## config.mk

```make
export PLATFORM = sky130hd
export DESIGN_NAME = comar_or_sequencer
export DESIGN_NICKNAME = d
export VERILOG_FILES = /design/src/rtl/comar_or_sequencer.sv
export SDC_FILE = /design/constraint.sdc
export NUM_CORES = 1
export LEC_CHECK = 0
export ABC_AREA = 1
export ABC_CLOCK_PERIOD_IN_PS = 4100
export BUFFER_PORTS_ARGS = -buffer_cell sky130_fd_sc_hd__buf_2
export CAP_MARGIN = 15
export CORE_MARGIN = 2
export CORE_UTILIZATION = 30
export CTS_BUF_LIST = sky130_fd_sc_hd__clkbuf_4
export CTS_CLUSTER_DIAMETER = 80
export DETAILED_ROUTE_END_ITERATION = 16
export HOLD_SLACK_MARGIN = 0.06
export SYNTH_ARGS = -nofsm -noshare
export SYNTH_HDL_FRONTEND = slang
export SYNTH_SLANG_ARGS = --single-unit
```

## constraint.sdc

```tcl
create_clock -name clk -period 4.1 [get_ports clk]
set_clock_uncertainty 0.1 [all_clocks]
set_input_delay 1.23 -clock clk [delete_from_list [all_inputs] [get_ports clk]]
set_output_delay 1.23 -clock clk [all_outputs]
set_load 0.01 [all_outputs]
```

## src/rtl/comar_or_sequencer.sv

```systemverilog
// comar_or_sequencer: round-robin sharing of one 2-share COMAR OR gadget, fresh mask word per operation, id-tagged results.
// Latency: issue in cycle t -> result in cycle t+2 (t+3 when COMAR_SEQ_RESULT_REG_EN is defined: registered results).
// Backpressure: issues only when a request and a fresh mask word are both valid; results cannot be stalled.
module comar_or_sequencer #(
  parameter int NUM_REQ = 4,
  parameter int ID_W    = 2   // must equal $clog2(NUM_REQ)
) (
  input  logic                 clk,
  input  logic                 rst_n,
  input  logic [NUM_REQ-1:0]   req_valid,
  output logic [NUM_REQ-1:0]   req_ready,
  input  logic [2*NUM_REQ-1:0] req_a,
  input  logic [2*NUM_REQ-1:0] req_b,
  input  logic                 rnd_valid,
  output logic                 rnd_ready,
  input  logic [5:0]           rnd_data,
  output logic [1:0]           g_a,
  output logic [1:0]           g_b,
  output logic [5:0]           g_r,
  input  logic [1:0]           g_c,
  output logic                 res_valid,
  output logic [ID_W-1:0]      res_id,
  output logic [1:0]           res_c
);

  logic [ID_W-1:0] rr_ptr;
  logic [ID_W-1:0] grant_id;
  logic            found;
  logic            issue;
  logic [ID_W:0]   scan_idx;
  logic [3:0]      r_hi;

  // Tag pipeline mirrors the gadget's two register stages.
  logic            s0_vld;
  logic [ID_W-1:0] s0_id;
  logic            s1_vld;
  logic [ID_W-1:0] s1_id;

  // Find the first valid requester at or after rr_ptr, wrapping around.
  always_comb begin
    found    = 1'b0;
    grant_id = '0;
    scan_idx = '0;
    for (int i = 0; i < NUM_REQ; i++) begin
      scan_idx = {1'b0, rr_ptr} + (ID_W+1)'(i);
      if (scan_idx >= (ID_W+1)'(NUM_REQ)) begin
        scan_idx = scan_idx - (ID_W+1)'(NUM_REQ);
      end
      if (!found && req_valid[scan_idx[ID_W-1:0]]) begin
        found    = 1'b1;
        grant_id = scan_idx[ID_W-1:0];
      end
    end
  end

  // No issue without a fresh mask word, and nothing is consumed while reset is held,
  // so a mask word can never be swallowed by a cleared pipeline.
  assign issue     = found & rnd_valid & rst_n;
  assign req_ready = issue ? (NUM_REQ'(1) << grant_id) : '0;
  assign rnd_ready = issue;

  // Operands and stage-0 mask slice go straight to the gadget in the issue cycle.
  assign g_a = issue ? req_a[{grant_id, 1'b0} +: 2] : 2'b00;
  assign g_b = issue ? req_b[{grant_id, 1'b0} +: 2] : 2'b00;

  // Upper slice comes from the previous issue, so it lines up with the gadget's second stage.
  assign g_r = {r_hi, (issue ? rnd_data[1:0] : 2'b00)};

  // Advance the arbitration pointer, capture the stage-1 mask slice and shift the tag pipeline.
  always_ff @(posedge clk or negedge rst_n) begin
    if (!rst_n) begin
      rr_ptr <= '0;
      r_hi   <= '0;
      s0_vld <= 1'b0;
      s0_id  <= '0;
      s1_vld <= 1'b0;
      s1_id  <= '0;
    end else begin
      if (issue) begin
        rr_ptr <= (grant_id == ID_W'(NUM_REQ-1)) ? '0 : grant_id + 1'b1;
        r_hi   <= rnd_data[5:2];
      end
      s0_vld <= issue;
      s0_id  <= issue ? grant_id : '0;
      s1_vld <= s0_vld;
      s1_id  <= s0_id;
    end
  end

`ifdef COMAR_SEQ_RESULT_REG_EN
  // Register results so downstream logic never sees glitches from the gadget's XOR tree.
  always_ff @(posedge clk or negedge rst_n) begin
    if (!rst_n) begin
      res_valid <= 1'b0;
      res_id    <= '0;
      res_c     <= 2'b00;
    end else begin
      res_valid <= s1_vld;
      res_id    <= s1_vld ? s1_id : '0;
      res_c     <= s1_vld ? g_c : 2'b00;
    end
  end
`else
  // Results are steered combinationally from the stage-1 tag; zeroed when nothing is in flight.
  assign res_valid = s1_vld;
  assign res_id    = s1_vld ? s1_id : '0;
  assign res_c     = s1_vld ? g_c : 2'b00;
`endif

endmodule

```

==> flow_summary.toml <==
[timing]
rsz0062_at_grt = "false"
finalMaxSlewViolations = 0
setup_tns_ns = 0
clock.fmax_ghz = 0.2544
setup_viol = 0
timing.final.crit_period_ns = 3.931
relSlewSlack_pct = 66.85
tightest_slew_ns = 0.4973
finalHoldViolCount = 0
fin_crit_sh_pct = 95.87

[place]
place_congestion = 0.7703
hpwl_um = 1953
dpl_cell_area_sq_um = 1475
post-place-cells = 269
io_buffers = 50

[worst_hold_path]
hold_start = "s0_id[0]$_DFF_PN0_"
holdPathStages = 0
hold_class = "register to register"
hold_end = "s1_id[0]$_DFF_PN0_"

[global_routing]
antenna_found_initial = 0
grt-ovfl-total = 0
grt_pass1_wl_um = 4077
track_usage_pct = 11.62
grt_max_degree = 19
grt_pass1_vias = 966

[logic_synthesis]
avgSynthCellArea_sq_um = 6.825
synth_area_leaders = "dfrtp_1, nand2_1, nand2_2"
synth-edff-count = 0
ys_types = 21
yosysMostFrequentCell = "nand2_1"
ys.flop_type = "dfrtp_1"
synth-xor-area-share_pct = 0
synth_seq_cells = 12
synthMuxAreaShare_pct = 0
synthTopCellsByCount = "nand2_1, inv_1, nand2_2"
syn_nets = 202
async_flop_share_pct = 100.0
synth_compound_area_share_pct = 3.842
yosysSeqAreaShare_pct = 26.34
yosysWarningCount = 0
synth_top_family_by_area = "simple AND/OR/NAND/NOR gates"
synth_top_area_share_pct = 26.34
synth_fa_ha_area_share_pct = 4.391
syn_inst = 167
synth-simple-area-share_pct = 49.51
yosys.area.top_type = "dfrtp_1"
netlist_area_sq_um = 1140

[clock_tree]
cts_max_path_buffers = 2
clkLatencyLatePin_ns = 0.26
postCtsSetupRepairBufs = 0
numCtsBuffers = 3
ctsHoldBuffers = 0
cts_tree = "yes"
clk_pin_slew_ns = 0.06
cts_root_buf = "clkbuf_4"
clock-sinks = 12
htree_levels = 1

[detailed_routing]
vias = 1143
wire_per_inst_um = 8.956
dr.pass1.iters = 4
routed_wl_um = 2436
drtAntennaViolNets = 0
route.detailed.drc = 0
drt_iter0_drc = 32
vias_per_cell = 4.202

[setup_path]
rr_worst_depth = 13
crit-reg2reg-launch = "rr_ptr[0]$_DFFE_PN0P_"
critPathCaptureType = "output port"
critPathKind = "input port to output port"
critical_path_required_ns = 2.77
rr_endpoint = "rr_ptr[1]$_DFFE_PN0P_"
crit_fanout = 4
worstPathArrival_ns = 2.60
reg2reg_slack_ns = 1.88
cp-start-kind = "input port"

[final_layout]
nNetsFinal = 261
drive_above_1_share_pct = 45.98
syn_to_final_growth_pct = 33.26
diodes = 0
stdcell_count = 272
stdcell_area_sq_um = 1519

[die]
ios = 51
initial_core_util_pct = 31.13
fp.dieW_um = 65.64
core_sq_um = 3661
rows = 22
die_area_sq_um = 4309
die_h_um = 65.64

[job]
max_cap_viol_count = 0

[pwr]
peakVddDrop_mv = 0.4047
p_sw_uw = 644.4
leakagePower_uw = 0.0009621
pwr-share-comb_pct = 77.8
p_per_area_nw_per_um2 = 793.2
p_int_uw = 560.4
p_seq_share_pct = 16.6
switching_share_pct = 53.48
p_clk_share_pct = 5.5

[run_status]
status = "complete, no violations"
## layout by cell type (no fill, tap or decap), types with 3 or more instances in the layout
cell	instances
nand3_2	5
inv_1	34
clkbuf_4	3
nand3_1	11
buf_2	50
dfrtp_1	12
a21oi_1	4
nand2_4	6
buf_4	7
inv_2	3
nand4_1	9
nor2_1	7
nand2_2	22
ha_1	4
nand2_1	38
## stage by stage
step | utilization, % | setup WS, ns | hold WS (ns) | total power, uW
floorplan | - | 0.3801 | 0.2312 | 886.5
global placement | 40.29 | 0.07582 | 0.2324 | 1118
detailed placement | 40.29 | 0.1020 | 0.2347 | 1120
CTS | 40.91 | 0.08142 | 0.2510 | 1194
global route | 41.49 | 0.01525 | 0.2549 | 1345
finish | 41.49 | 0.1694 | 0.2510 | 1205
## state kept, by name, summed over array words and instances, names as in the netlist
register and cells:
r_hi 4, res_valid 1, rr_ptr 2, s1_id 2
s0_id 2, s0_vld 1
## power by group through the flow
| stage | Combinational [uW] | Clock, uW | Sequential (uW) |
|---|---|---|---|
| after floorplan | 698 | 0 | 189 |
| after global placement | 915 | 0 | 202 |
| after detailed placement | 920 | 0 | 201 |
| after CTS | 924 | 70.8 | 200 |
| after global routing | 1060 | 75.6 | 207 |
| final | 938 | 66.8 | 200 |
## timing repair
| item | in CTS | in global routing |
|---|---|---|
| endpoints found under the hold margin | 0 | 0 |
| resized for setup | 0 | 6 |
| setup endpoints to repair | 0 | 6 |
## metal layers
| metal | part of all wire (%) | GRT usage, % | routed length, um | vias to the layer above |
|---|---|---|---|---|
| li1 | - | - | - | 623 |
| met1 | 47 | 16.77 | 1138 | 489 |
| met3 | 5.9 | 2.740 | 143 | 0 |
| met4 | 0 | 1.563 | 0 | 0 |
| met2 | 47 | 17.93 | 1153 | 31 |
| met5 | 0 | 0 | 0 | - |
## cell type report
type / count / area [sq um]
timing repair buffer: 57 / 302.8
inverter: 39 / 156.4
clock buffer: 3 / 22.52
multi-input combinational: 113 / 676.9
fill: 406 / 2142
tap: 48 / 60.06
sequential: 12 / 300.3
## worst max path at each step
stage                     cells after the start            to  slack [ns]    startpoint
after floorplan                              13  req_ready[1]        0.38  req_valid[3]
after global placement                       14  req_ready[3]        0.08  req_valid[1]
after detailed placement                     14  req_ready[3]        0.10  req_valid[3]
after CTS                                    14  req_ready[3]        0.08  req_valid[3]
after global routing                         14  req_ready[3]        0.02  req_valid[2]
final                                        14        g_b[1]        0.17  req_valid[3]
## kinds of logic after synthesis
logic type	count (synthesis)
adder cells (fa/ha/maj)	4
flip-flops	12
AO/OA/AOI/OAI	8
buffers and inverters	42
AND/OR/NAND/NOR	101
## critical path: stages
cell and delay, ns:
buf_2 0.11, inv_1 0.06, nand2_1 0.07, nand3_1 0.15, nand2_2 0.08, nand2_2 0.09
nand2_2 0.06, nand2_4 0.06, nand3_2 0.09, buf_4 0.16, nand2_1 0.05, nand3_1 0.08
a21oi_1 0.15, buf_2 0.15
Power figures use the tool's default switching activity.
